==> src/rtl/roach_rst_seq_pkg.sv <==
// Shared definitions for the reset sequencer: the sequencer state encoding,
// the width of the exported state field, and a small constant helper used
// to size the shared cycle counter.
package roach_rst_seq_pkg;

   localparam int SEQ_STATE_W = 3;

   typedef enum logic [SEQ_STATE_W-1:0] {
      WAIT_LOCK = 3'd0,
      IDLY_RST  = 3'd1,
      WAIT_RDY  = 3'd2,
      REL_CORE  = 3'd3,
      RUN       = 3'd4,
      FAULT     = 3'd5
   } seq_state_t;

   function automatic int max_of(input int a, input int b);
      return (a > b) ? a : b;
   endfunction

endpackage

==> src/rtl/sync_2ff.sv <==
// Two-flop synchronizer for a single asynchronous level signal.
// Ports:
//   clk - destination clock
//   rst - synchronous active-high reset, both flops clear to 0
//   d   - asynchronous input level
//   q   - synchronized level, two clk edges behind d
module sync_2ff (
   input  logic clk,
   input  logic rst,
   input  logic d,
   output logic q
);

   logic meta_reg;
   logic sync_reg;

   always_ff @(posedge clk) begin
      if (rst) begin
         meta_reg <= 1'b0;
         sync_reg <= 1'b0;
      end else begin
         meta_reg <= d;
         sync_reg <= meta_reg;
      end
   end

   assign q = sync_reg;

endmodule

==> src/rtl/roach_reset_sequencer.sv <==
// Board reset sequencer. Filters the MMCM lock, pulses the IDELAYCTRL reset,
// waits for IDELAYCTRL ready (retrying on timeout), then releases the core
// reset followed by the user reset. Lock loss restarts the whole sequence.
// Ports:
//   sys_clk, sys_rst   - clock and synchronous active-high reset
//   mmcm_lock          - MMCM LOCKED (asynchronous)
//   idelay_rdy         - IDELAYCTRL RDY (asynchronous)
//   idelay_rst         - IDELAYCTRL reset pulse
//   core_rst, user_rst - active-high fabric resets, released in that order
//   seq_done           - high while running
//   seq_fault          - retries exhausted; held until sys_rst
//   seq_state          - current state encoding
//   retry_count        - IDELAY retries in the current attempt
//   lock_loss_count    - saturating count of lock losses while running
module roach_reset_sequencer
   import roach_rst_seq_pkg::*;
#(
   parameter int LOCK_FILTER       = 1024,
   parameter int IDELAY_RST_CYCLES = 16,
   parameter int RDY_TIMEOUT       = 4096,
   parameter int MAX_RETRY         = 3,
   parameter int RELEASE_GAP       = 8
) (
   input  logic                   sys_clk,
   input  logic                   sys_rst,
   input  logic                   mmcm_lock,
   input  logic                   idelay_rdy,
   output logic                   idelay_rst,
   output logic                   core_rst,
   output logic                   user_rst,
   output logic                   seq_done,
   output logic                   seq_fault,
   output logic [SEQ_STATE_W-1:0] seq_state,
   output logic [3:0]             retry_count,
   output logic [7:0]             lock_loss_count
);

   localparam int CNT_MAX = max_of(max_of(LOCK_FILTER, IDELAY_RST_CYCLES),
                                   max_of(RDY_TIMEOUT, max_of(MAX_RETRY, RELEASE_GAP)));
   localparam int CNT_W   = $clog2(CNT_MAX) + 1;

   logic             lock_s;
   logic             rdy_s;
   seq_state_t       state_reg, state_next;
   logic [CNT_W-1:0] cnt_reg, cnt_next;
   logic [3:0]       retry_reg, retry_next;
   logic [7:0]       loss_reg, loss_next;
   logic             idelay_rst_reg, core_rst_reg, user_rst_reg, seq_done_reg, seq_fault_reg;

   sync_2ff u_sync_lock (.clk(sys_clk), .rst(sys_rst), .d(mmcm_lock),  .q(lock_s));
   sync_2ff u_sync_rdy  (.clk(sys_clk), .rst(sys_rst), .d(idelay_rdy), .q(rdy_s));

   always_ff @(posedge sys_clk) begin
      if (sys_rst) begin
         state_reg      <= WAIT_LOCK;
         cnt_reg        <= '0;
         retry_reg      <= '0;
         loss_reg       <= '0;
         idelay_rst_reg <= 1'b0;
         core_rst_reg   <= 1'b1;
         user_rst_reg   <= 1'b1;
         seq_done_reg   <= 1'b0;
         seq_fault_reg  <= 1'b0;
      end else begin
         state_reg      <= state_next;
         cnt_reg        <= cnt_next;
         retry_reg      <= retry_next;
         loss_reg       <= loss_next;
         // Outputs are decoded from the next state so they line up with seq_state.
         idelay_rst_reg <= (state_next == IDLY_RST);
         core_rst_reg   <= !((state_next == REL_CORE) || (state_next == RUN));
         user_rst_reg   <= (state_next != RUN);
         seq_done_reg   <= (state_next == RUN);
         seq_fault_reg  <= (state_next == FAULT);
      end
   end

   always_comb begin
      state_next = state_reg;
      cnt_next   = cnt_reg + 1'b1;
      retry_next = retry_reg;
      loss_next  = loss_reg;

      case (state_reg)
         WAIT_LOCK: begin
            if (!lock_s) begin
               cnt_next = '0;
            end else if (cnt_reg == CNT_W'(LOCK_FILTER - 1)) begin
               state_next = IDLY_RST;
               retry_next = '0;
            end
         end
         IDLY_RST: begin
            if (!lock_s) begin
               state_next = WAIT_LOCK;
            end else if (cnt_reg == CNT_W'(IDELAY_RST_CYCLES - 1)) begin
               state_next = WAIT_RDY;
            end
         end
         WAIT_RDY: begin
            // Ready is checked before the timeout so a coincident rdy wins.
            if (!lock_s) begin
               state_next = WAIT_LOCK;
            end else if (rdy_s) begin
               state_next = REL_CORE;
            end else if (cnt_reg == CNT_W'(RDY_TIMEOUT - 1)) begin
               if (retry_reg == 4'(MAX_RETRY)) begin
                  state_next = FAULT;
               end else begin
                  retry_next = retry_reg + 4'd1;
                  state_next = IDLY_RST;
               end
            end
         end
         REL_CORE: begin
            if (!lock_s) begin
               state_next = WAIT_LOCK;
            end else if (cnt_reg == CNT_W'(RELEASE_GAP - 1)) begin
               state_next = RUN;
            end
         end
         RUN: begin
            cnt_next = cnt_reg;
            if (!lock_s) begin
               state_next = WAIT_LOCK;
               if (loss_reg != 8'hFF) begin
                  loss_next = loss_reg + 8'd1;
               end
            end
         end
         FAULT: begin
            // Sticky: only sys_rst leaves this state.
            cnt_next = cnt_reg;
         end
         default: begin
            state_next = WAIT_LOCK;
         end
      endcase

      // The shared counter restarts from zero in every newly entered state.
      if (state_next != state_reg) begin
         cnt_next = '0;
      end
   end

   assign idelay_rst      = idelay_rst_reg;
   assign core_rst        = core_rst_reg;
   assign user_rst        = user_rst_reg;
   assign seq_done        = seq_done_reg;
   assign seq_fault       = seq_fault_reg;
   assign seq_state       = state_reg;
   assign retry_count     = retry_reg;
   assign lock_loss_count = loss_reg;

endmodule

==> config.mk <==
export PLATFORM = sky130hd
export DESIGN_NAME = roach_reset_sequencer
export DESIGN_NICKNAME = d
export VERILOG_FILES = /design/src/rtl/roach_rst_seq_pkg.sv /design/src/rtl/sync_2ff.sv /design/src/rtl/roach_reset_sequencer.sv
export SDC_FILE = /design/constraint.sdc
export NUM_CORES = 1
export LEC_CHECK = 0
export CELL_PAD_IN_SITES_DETAIL_PLACEMENT = 1
export CELL_PAD_IN_SITES_GLOBAL_PLACEMENT = 2
export CORE_MARGIN = 1.5
export CORE_UTILIZATION = 35
export DETAILED_ROUTE_END_ITERATION = 8
export PLACE_DENSITY = 0.77
export SLEW_MARGIN = 0
export SYNTH_ARGS = -nofsm -noshare
export SYNTH_HDL_FRONTEND = slang
export SYNTH_SLANG_ARGS = --single-unit
==> constraint.sdc <==
create_clock -name sys_clk -period 2.5 [get_ports sys_clk]
set_clock_uncertainty 0.05 [all_clocks]
set_input_delay 0.25 -clock sys_clk [delete_from_list [all_inputs] [get_ports sys_clk]]
set_output_delay 0.25 -clock sys_clk [all_outputs]
set_load 0.03 [all_outputs]
Word-level counts from Yosys, hierarchy flattened
Index checks and enable logic that the tools add are counted.

$add $sub $neg: 3. Eq/ne operators: 23. Muxes and demuxes: 21. Bitwise logic cells: 1. Reduce and logical (&&, ||, !) cells: 8.

Operators by type and width (count): $mux 3 (11); $pmux 13 s2 (1); $mux 4 (6); $pmux 3 s6 (1); $add 13x1->13 const B (1); $eq 13x10->1 const B (1); $eq 13x12->1 const B (1); $eq 13x3->1 const B (1); $eq 13x4->1 const B (1); $mux 13 (1); $eq 3x3->1 const B (4); $eq 3x2->1 const B (3); $add 8x1->8 const B (1); $ne 2x2->1 const B (4); $ne 8x8->1 const B (1); $pmux 4 s2 (1); $reduce_and 7->1 (1); $eq 3x1->1 const B (2); $add 4x1->4 const B (1); $eq 4x2->1 const B (1); $ne 2x1->1 const B (2); $reduce_or 2->1 (2); $logic_not 3->1 (1); $ne 3x3->1 (1); 6 further kinds (6).

Flip-flop bits (word level): 37. Input bits: 4. Output and inout port bits: 20. Logic and storage cells: 69.

Logic depth before layout (Yosys ltp)
Gate-level depths: netlist of run 1.

Depth after elaboration: 9. Depth in mapped cells: 7. Depth with buffers taken out: 6.

Hierarchy
From an unflattened synthesis of run 1, not the netlist that was laid out.

Cells, all modules: 202. Area total of the unflattened synthesis: 1848.0 um^2.

Modules (own cells, without submodules): roach_reset_sequencer (times used 1, cells an instance 194, area each 1742.9 um^2, seq. area each 660.6 um^2); sync_2ff (times used 2, cells an instance 4, area each 52.6 um^2, seq. area each 40.0 um^2).

Worst setup path after synthesis of run 1
Ideal clock, no wire load.

Path type: register to register. Start point: reg cnt_reg[4]. End point: reg cnt_reg[12]. Setup time: 0.123 ns. Data arrival time: 2.031 ns. Data required time: 2.327 ns. Path slack: 0.297 ns. Cell stages (with the launch flop): 7. Buffers on the path: 1. Period minus slack after synthesis: 2.203 ns. Path through: dfxtp_1 -> or4_4 -> or4b_1 -> a32o_2 -> o211ai_2 -> buf_6 -> a211oi_2.

Cells in the longest elaborated chain, start to end: 7. Elaborated cells on any way between the ends: 19. Those cells by class: add/sub (1); eq/ne (5); mux (12); reduce/logical (1).

Ends and longest elaborated chain: from (decl) (line roach_reset_sequencer.sv:45) `logic [CNT_W-1:0] cnt_reg, cnt_next;`; from (signal assigned) (line roach_reset_sequencer.sv:66) `cnt_reg <= cnt_next;`; $eq 13x12->1 (line roach_reset_sequencer.sv:106) `end else if (cnt_reg == CNT_W'(RDY_TIMEOUT - 1)) begin`; $mux 3 (line roach_reset_sequencer.sv:106); $mux 3 (line roach_reset_sequencer.sv:104) `end else if (rdy_s) begin`; $mux 3 (line roach_reset_sequencer.sv:102) `if (!lock_s) begin`; $pmux 3 s6 (line roach_reset_sequencer.sv:84) `case (state_reg)`; $ne 3x3->1 (line roach_reset_sequencer.sv:141) `if (state_next != state_reg) begin`; $reduce_or 2->1 (no line).

Parallel ways exist; a longest one is shown, timed or not. A chain may end at the register's enable or synchronous reset.

Worst setup path in the final report of run 1
Start point: reg cnt_reg[9]. End point: reg cnt_reg[7].

Cells in the longest elaborated chain, start to end: 7. Elaborated cells on any way between the ends: 16. Those cells by class: eq/ne (5); mux (10); reduce/logical (1).

Ends and longest elaborated chain (line): $eq 13x12->1 (roach_reset_sequencer.sv:106); $mux 3 (roach_reset_sequencer.sv:106); $mux 3 (roach_reset_sequencer.sv:104); $mux 3 (roach_reset_sequencer.sv:102); $pmux 3 s6 * (roach_reset_sequencer.sv:84); $ne 3x3->1 * (roach_reset_sequencer.sv:141); $reduce_or 2->1 (no line) *.

Every way passes the cells marked *; elsewhere a longest branch is shown, timed or not.

==> results of run 1 <==
==> power by group through the flow <==
stage	clock network (mW)	registers, mW	logic (mW)
after CTS	0.442	0.595	0.0271
after floorplan	0	0.608	0.0161
after global routing	0.472	0.595	0.0292
after global placement	0	0.609	0.0266
after detailed placement	0	0.608	0.0270
final	0.424	0.595	0.0267
==> critical path, stage by stage, from the launching register on <==
cell	delay, ns
dfxtp_1	0.37
or4_1	0.57
or4b_1	0.51
a32o_2	0.30
o211ai_2	0.22
buf_12	0.18
a211oi_1	0.05
==> how the worst min path moves through the flow <==
stage	startpoint	endpoint	slack, ns	cells past startpoint
after global routing	u_sync_rdy.meta_reg$_SDFF_PP0_	u_sync_rdy.q$_SDFF_PP0_	0.43	1
final	u_sync_lock.meta_reg$_SDFF_PP0_	u_sync_lock.q$_SDFF_PP0_	0.39	1
after floorplan	mmcm_lock	u_sync_lock.meta_reg$_SDFF_PP0_	0.33	1
after global placement	u_sync_lock.meta_reg$_SDFF_PP0_	u_sync_lock.q$_SDFF_PP0_	0.37	1
after detailed placement	u_sync_rdy.meta_reg$_SDFF_PP0_	u_sync_rdy.q$_SDFF_PP0_	0.38	1
after CTS	u_sync_lock.meta_reg$_SDFF_PP0_	u_sync_lock.q$_SDFF_PP0_	0.40	1
==> cells in the mapped netlist, drive strengths merged <==
cell	number	share of area
nor3b	3	0.014
o2111ai	2	0.0087
nor4	1	0.0031
nand4	8	0.025
nor4b	2	0.0087
nand2	14	0.026
nand4b	1	0.0043
nand3	8	0.022
nor4bb	1	0.0050
or2	1	0.0031
nor3	5	0.015
and3	4	0.016
and3b	1	0.0043
inv	4	0.0074
clkbuf	4	0.011
and2	5	0.017
a211o	1	0.0050
a21boi	3	0.013
ha	3	0.019
mux2	1	0.0056
buf	6	0.035
nor2	20	0.041
or4	2	0.0093
a2bb2oi	1	0.0043
mux2i	6	0.030
or3	4	0.012
o21bai	1	0.0037
a21oi	6	0.015
nand2b	1	0.0031
a41oi	1	0.0081
a32o	1	0.0056
and4	4	0.017
or4b	1	0.0050
a221oi	1	0.013
o21ba	1	0.0050
o211ai	2	0.0099
nor2b	7	0.022
a211oi	11	0.066
a22o	1	0.0043
a31oi	3	0.0093
dfxtp	37	0.37
xor2	8	0.035
xnor2	10	0.043
o21ai	1	0.0025
==> cell families after synthesis <==
kind of cell,share of synthesized area
AND/OR/NAND/NOR,0.2731
XOR/XNOR,0.07821
adder cells (fa/ha/maj),0.01862
multiplexers,0.03538
buffers and inverters,0.05400
AO/OA/AOI/OAI,0.1732
flip-flops,0.3675
==> layout make-up <==
type,count,area [um^2]
Clock buffer,5,68.82
Clock inverter,3,21.27
Fill cell,654,3136
Inverter,4,15.01
Multi-Input combinational cell,157,1166
Sequential cell,37,740.7
Tap cell,72,90.09
Timing Repair Buffer,31,302.8
==> routing by layer <==
metal,part of all wire,GRT usage,wire [um]
met4,0.016,0.05614,77
met3,0.035,0.04483,170
met2,0.43,0.2526,2087
met1,0.51,0.2313,2469
met5,0,0,0
==> results.toml, run 1 <==
[run_status]
status = "finished, final reports clean"

[place]
dp_hpwl_mm = 3.470
port-buffer-count = 23
dp_cells = 301
place_congestion = 0.8309
dp_slack_ns = 0.1472
place_area_mm2 = 0.002315

[sta]
hold_slack_ns = 0.3939
fmax_mhz = 420.7
hold_viol_final = 0
layout_setup_ws_ns = 0.1227
relSlewSlack = 0.4961
grt_setup_unrepaired = "false"
drv_slew = 0
period_minus_slack_ns = 2.377
fin_crit_sh = 0.9509
fin_setup_tns_ns = 0
worst_slew_pin_slew_ns = 0.7526
setup_viol = 0

[setup_path]
r2r_slack_ns = 0.12
crit_path_end_kind = "flip-flop"
path_max_fanout = 11
cp.required_ns = 2.61
r2r_cells = 6
r2r_end = "cnt_reg[7]$_SDFFE_PP0N_"
cp-startpoint = "cnt_reg[9]$_SDFFE_PP0N_"
cp.arrival_ns = 2.48
endpoint = "cnt_reg[7]$_SDFFE_PP0N_"
crit_type = "flip-flop to flip-flop"
cp-start-kind = "flip-flop"
r2r-start = "cnt_reg[9]$_SDFFE_PP0N_"

[floorplan]
coreArea_mm2 = 0.005540
ioPinCount = 24
die_area_mm2 = 0.006224
fp-row-count = 27
initial_utilization = 0.3638
fp.dieH_um = 78.89
die_w_um = 78.89

[yosys]
syn_area_mm2 = 0.002016
syn_avg_cell_area_um2 = 9.691
yosys_warnings = 0
synth_cell_type_count = 58
syn_nets = 215
ys_ff_latch = 37
syn_inst = 208
seq_area_frac_synth = 0.3675

[route]
drc_errors = 0
drt-initial-drc-count = 72
wl_per_cell_um = 15.55
dr.pass1.iters = 4
ant_nets = 0
viasPerCell = 5.220
via_count = 1613
wl_mm = 4.804

[clocking]
ctsHoldBuffers = 0
cts_htree_levels = 2
cts_setup_buffers = 0
cts_buffer_depth = 2
cts_tree = "done"
clk_pin_slew_worst_paths_ns = 0.08
clockRootBuffer = "clkbuf_8"
cts_sinks = 37
clk_latency_ns = 0.29
cts_resized = 0
cts_buffers = 5

[power_and_ir_drop]
pwr-share-seq = 0.569
power_switching_mw = 0.2424
switching_share = 0.2319
cellLeakagePower_nw = 0.8176
p_clk_frac = 0.406
p_total_mw = 1.045
p_int_mw = 0.8029
vdd_drop_max_mv = 0.2632
p_per_area_mw_per_mm2 = 434.7
comb_power_share = 0.026

[finish]
layout_commonest_cell = "dfxtp_1"
final_cell_mix = "dfxtp_1 (37), clkdlybuf4s50_1 (23), nor2_1 (19)"
drive_gt1_frac = 0.1814
antenna_cells = 0
largest_register_ff_count = 13
final_util = 0.4341
area_growth_pct = 19.30
nets = 243
design_area_mm2 = 0.002405
stdcell_count = 309

[global_route]
grt_util_all_layers = 0.1676
grt_overflow = 0
grt_max_degree = 20
antenna_found_initial = 0
grt_pass1_vias = 1625
grt_pass1_wl_mm = 8.121

[worst_hold_path]
worstHoldPathType = "flip-flop to flip-flop"

[job]
maxCapViolCount = 0
Power figures use the tool's default switching activity.
==> inputs of run 2 (changes only) <==
--- a/config.mk
+++ b/config.mk
@@ -8,9 +8,9 @@
 export CELL_PAD_IN_SITES_DETAIL_PLACEMENT = 1
 export CELL_PAD_IN_SITES_GLOBAL_PLACEMENT = 2
 export CORE_MARGIN = 1.5
-export CORE_UTILIZATION = 35
+export CORE_UTILIZATION = 31
 export DETAILED_ROUTE_END_ITERATION = 8
-export PLACE_DENSITY = 0.77
+export PLACE_DENSITY = 0.72
 export SLEW_MARGIN = 0
 export SYNTH_ARGS = -nofsm -noshare
 export SYNTH_HDL_FRONTEND = slang
==> constraint.sdc (replaced) <==
create_clock -name sys_clk -period 1.95 [get_ports sys_clk]
set_clock_uncertainty 0.05 [all_clocks]
set_input_delay 0.195 -clock sys_clk [delete_from_list [all_inputs] [get_ports sys_clk]]
set_output_delay 0.195 -clock sys_clk [all_outputs]
set_load 0.03 [all_outputs]
==> run 2 against run 1 <==
Net effect:
- the run now ends with setup timing left
- clock power rose by 29%
- fmax rose by 5.0%
- combinational power rose by 48%
- via count rose by 7.4%
- sequential share of layout area fell by 4.4 points
- global-route usage barely moved
- total power rose by 29%
- critical path type unchanged
- largest power group unchanged
==> results.toml, run 2 (synthesis gave the netlist of run 1 again) <==
[run_status]
status = "finished with violations"
violations = "setup timing"

[power_and_ir_drop]
vdd_drop_max_mv = 0.4803
p_total_mw = 1.351
cellLeakagePower_nw = 1.022
p_per_area_mw_per_mm2 = 478.3

[setup_path]
cp-startpoint = "cnt_reg[12]$_SDFFE_PP0N_"
cp-start-kind = "flip-flop"
max_stage_delay_ns = 0.54
cp.arrival_ns = 2.40
path_max_fanout = 11
cp.required_ns = 2.09
critical_path.cell_chain = "or4_4, or4b_4, a32o_2, o211ai_2, buf_12, a211oi_1"
r2r-start = "cnt_reg[12]$_SDFFE_PP0N_"
crit_type = "flip-flop to flip-flop"
slowest_stage = "or4_4"
crit_path_end_kind = "flip-flop"

[floorplan]
fp.dieH_um = 83.64
die_area_mm2 = 0.006995
initial_utilization = 0.3193
die_w_um = 83.64
ioPinCount = 24
fp-row-count = 29
coreArea_mm2 = 0.006314

[finish]
drive_gt1_frac = 0.3469
area_growth_pct = 40.10
layout_commonest_cell = "buf_4"
fill_cells = 741
final_util = 0.4473
regArea_um2 = 745.7
final_cell_mix = "buf_4 (34), dfxtp_1 (33), clkdlybuf4s50_1 (23)"
multi_input_area_mm2 = 0.001256
design_area_mm2 = 0.002824
largest_register_ff_count = 13
antenna_cells = 0
nets = 277

[place]
port-buffer-count = 23
dp_hpwl_mm = 4.054
place_area_mm2 = 0.002595
place_congestion = 0.8237
dp_slack_ns = -0.2979

[sta]
worst_slew_pin_slew_ns = 0.4489
hold_slack_ns = 0.3950
grt_setup_unrepaired = "true"
period_minus_slack_ns = 2.265
layout_setup_ws_ns = -0.3150
hold_viol_final = 0
drv_slew = 0
fmax_mhz = 441.5
fin_crit_sh = 1.162
relSlewSlack = 0.6994
setup_viol = 20

[job]
maxCapViolCount = 0

[global_route]
grt_pass1_wl_mm = 9.259
grt_max_degree = 20
grt_overflow = 0
grt_pass1_vias = 1852
antenna_found_initial = 0
grt_util_all_layers = 0.1677

[route]
drt-initial-drc-count = 34
ant_nets = 0
wl_mm = 5.537
wl_per_cell_um = 15.91
viasPerCell = 4.980
dr.pass1.iters = 4
via_count = 1733
drc_errors = 0

[clocking]
cts_sinks = 37
cts_htree_levels = 2
clockRootBuffer = "clkbuf_8"
clk_pin_slew_worst_paths_ns = 0.08
clk_latency_ns = 0.30
cts_buffer_depth = 2
cts_buffers = 5
cts_tree = "done"

[worst_hold_path]
worstHoldStart = "u_sync_lock.meta_reg$_SDFF_PP0_"
worstHoldPathType = "flip-flop to flip-flop"
-- run 2: final timing paths --
path | cells after the start | slack (ns) | to
setup / recovery | 6 | -0.31 | cnt_reg[7]$_SDFFE_PP0N_
hold / removal | 1 | 0.40 | u_sync_lock.q$_SDFF_PP0_
setup reg to reg | 6 | -0.31 | cnt_reg[7]$_SDFFE_PP0N_
hold reg to reg | 1 | 0.40 | u_sync_lock.q$_SDFF_PP0_
-- run 2: stage by stage --
stage          instances  setup TNS [ns]
5_1_grt              348          -6.314
2_1_floorplan        208          -2.391
3_5_place_dp         336          -5.105
4_1_cts              348          -5.594
3_3_place_gp         336          -4.773
6_report             348          -5.560
-- run 2: final cells by class --
class,count,area share
multi-input combinational,157,0.4448
sequential,37,0.2641
timing repair buffer,65,0.2211
tap,77,0.03412
clock buffer,5,0.02437
clock inverter,3,0.006203
inverter,4,0.005317
-- run 2: metal layers --
layer	part of all wire	wire (um)	global-route usage
met5	0	0	0
met4	0.014	78	0.05365
met3	0.031	169	0.03660
met2	0.47	2612	0.2779
met1	0.48	2677	0.2173
-- run 2: timing repair --
item                                    in CTS  in global routing
buffers inserted                             4                  1
cloned                                       0                  1
gates resized for setup                      9                 11
endpoints found under the setup margin      21                 25
pin swaps                                    5                  7
hold buffers                                 0                  0
-- run 2: power by group --
group / switching, mW / internal, mW / leakage [nW]
clock network: 0.302 / 0.247 / 0.0439
logic: 0.0200 / 0.0195 / 0.677
registers: 0.00278 / 0.759 / 0.301
total: 0.325 / 1.03 / 1.02
-- run 2: critical path: cells and delay by family, from the launching register on --
kind,cells,cell delay (ns)
compound gates,3,0.53
buf+inv,1,0.18
flops,1,0.33
simple gates,2,1.07
==> inputs of run 3 (changes only) <==
--- a/config.mk
+++ b/config.mk
@@ -7,7 +7,7 @@
 export LEC_CHECK = 0
 export CELL_PAD_IN_SITES_DETAIL_PLACEMENT = 1
 export CELL_PAD_IN_SITES_GLOBAL_PLACEMENT = 2
-export CORE_MARGIN = 1.5
+export CORE_MARGIN = 3
 export CORE_UTILIZATION = 31
 export DETAILED_ROUTE_END_ITERATION = 8
 export PLACE_DENSITY = 0.72
==> run 3 against run 2 <==
Net effect:
- the run still ends with setup timing left
- critical path depth stayed put
- fmax is 1.1% higher
- flip-flop and latch count stayed put
- total power is 1.5% higher
- clock power is 4.0% higher
- cell area is 2.7% lower
- sequential power hardly changed
- register-to-register slack better by 0.02 ns
- worst hold slack worse by 0.0015 ns
- die area is 7.3% higher
- non-clock buffer count stayed put
- first-iteration DRC count is 91% higher
- critical path type unchanged
- largest power group unchanged
==> results.toml, run 3 (synthesis gave the netlist of run 1 again) <==
[run_status]
status = "finished with violations"
violations = "setup timing"

[floorplan]
initial_utilization = 0.3307
fp.dieH_um = 86.64
die_area_mm2 = 0.007506
fp-row-count = 28
die_w_um = 86.64
ioPinCount = 24
coreArea_mm2 = 0.006096

[finish]
layout_commonest_cell = "buf_4"
fill_cells = 711
area_growth_pct = 36.31
regArea_um2 = 745.7
final_util = 0.4507
design_area_mm2 = 0.002748
antenna_cells = 0
drive_gt1_frac = 0.3210
multi_input_area_mm2 = 0.001209
nets = 277
largest_register_ff_count = 13
final_cell_mix = "buf_4 (37), dfxtp_1 (33), clkdlybuf4s50_1 (23)"

[setup_path]
cp-start-kind = "flip-flop"
slowest_stage = "or4_4"
max_stage_delay_ns = 0.53
cp-startpoint = "cnt_reg[11]$_SDFFE_PP0N_"
r2r-start = "cnt_reg[11]$_SDFFE_PP0N_"
path_max_fanout = 11
cp.required_ns = 2.08
crit_type = "flip-flop to flip-flop"
cp.arrival_ns = 2.37
critical_path.cell_chain = "or4_4, or4b_4, a32o_2, o211ai_2, buf_12, a211oi_2"
crit_path_end_kind = "flip-flop"

[global_route]
antenna_found_initial = 0
grt_util_all_layers = 0.1567
grt_overflow = 0
grt_pass1_wl_mm = 9.177
grt_max_degree = 20
grt_pass1_vias = 1829

[place]
dp_hpwl_mm = 4.106
place_congestion = 0.8049
port-buffer-count = 23
place_area_mm2 = 0.002557
dp_slack_ns = -0.3066

[route]
met2_length_mm = 2.599
wl_met3_um = 148
drc_errors = 0
ant_nets = 0
drt-initial-drc-count = 65
met1_length_mm = 2.612
viasPerCell = 5.139
dr.pass1.iters = 4
topRoutingLayerUsed = "met4"
via_count = 1778
wl_per_cell_um = 15.73
wl_mm = 5.441

[sta]
drv_slew = 0
setup_viol = 20
relSlewSlack = 0.7406
fmax_mhz = 446.2
hold_viol_final = 0
layout_setup_ws_ns = -0.2910
period_minus_slack_ns = 2.241
worst_slew_pin_slew_ns = 0.3838
fin_crit_sh = 1.149
hold_slack_ns = 0.3935
grt_setup_unrepaired = "true"

[clocking]
clk_latency_ns = 0.30
cts_tree = "done"
cts_sinks = 37
cts_buffers = 5
cts_htree_levels = 2
clockRootBuffer = "clkbuf_8"
clk_pin_slew_worst_paths_ns = 0.09
cts_buffer_depth = 2

[job]
maxCapViolCount = 0

[power_and_ir_drop]
cellLeakagePower_nw = 1.005
vdd_drop_max_mv = 0.3442
p_per_area_mw_per_mm2 = 498.8

[worst_hold_path]
worstHoldPathType = "input pin to flip-flop"
worstHoldStart = "idelay_rdy"
run 3: cell types whose count changed in the layout (fill, tap and decap cells not counted), moves of 2 or more:
cell       before  now
clkinv_2        2    0
a21oi_1         4    6
buf_4          34   37
a21oi_2         2    0
o2111ai_1       0    2
run 3: worst max-delay path, delay by kind of cell (launching register included):
family,cells,cell delay [ns]
flops,1,0.32
buf+inv,1,0.18
simple gates,2,1.06
compound gates,3,0.52
run 3: worst paths after layout:
path                                    end  slack (ns)  depth (start not counted)
max                cnt_reg[11]$_SDFFE_PP0N_       -0.29                          6
min          u_sync_rdy.meta_reg$_SDFF_PP0_        0.39                          2
max reg2reg        cnt_reg[11]$_SDFFE_PP0N_       -0.29                          6
min reg2reg        u_sync_lock.q$_SDFF_PP0_        0.40                          1
run 3: report_power, final:
group          internal, mW  switching (mW)  total (mW)
sequential            0.759         0.00271       0.762
combinational        0.0189          0.0190      0.0379
clock                 0.258           0.313       0.571
total                  1.04           0.334        1.37
run 3: layout make-up:
type                            instances  share of cell area
Tap cell                               75             0.03415
Clock inverter                          3            0.009107
Multi-Input combinational cell        157              0.4399
Inverter                                4            0.005464
Sequential cell                        37              0.2714
Clock buffer                            5             0.02505
Timing Repair Buffer                   65              0.2149
run 3: per-stage QoR:
stage               std cells  total power, mW  TNS, ns
floorplan                 208           0.7996   -2.391
global placement          331           0.8166   -4.455
detailed placement        331           0.8166   -5.026
CTS                       345            1.396   -4.783
global route              346            1.435   -6.258
finish                    346            1.371   -4.692
run 3: timing repair:
item	CTS	global route
buffers inserted	6	1
cloned	0	0
hold buffers	0	0
endpoints found under the setup margin	20	23
resized for setup	6	3
pin swaps	4	1
run 3: metal layers:
layer | vias to the layer above | track usage
met4 | 0 | 0.05241
met2 | 27 | 0.2580
met3 | 7 | 0.03232
li1 | 878 | -
met1 | 866 | 0.2037
met5 | - | 0
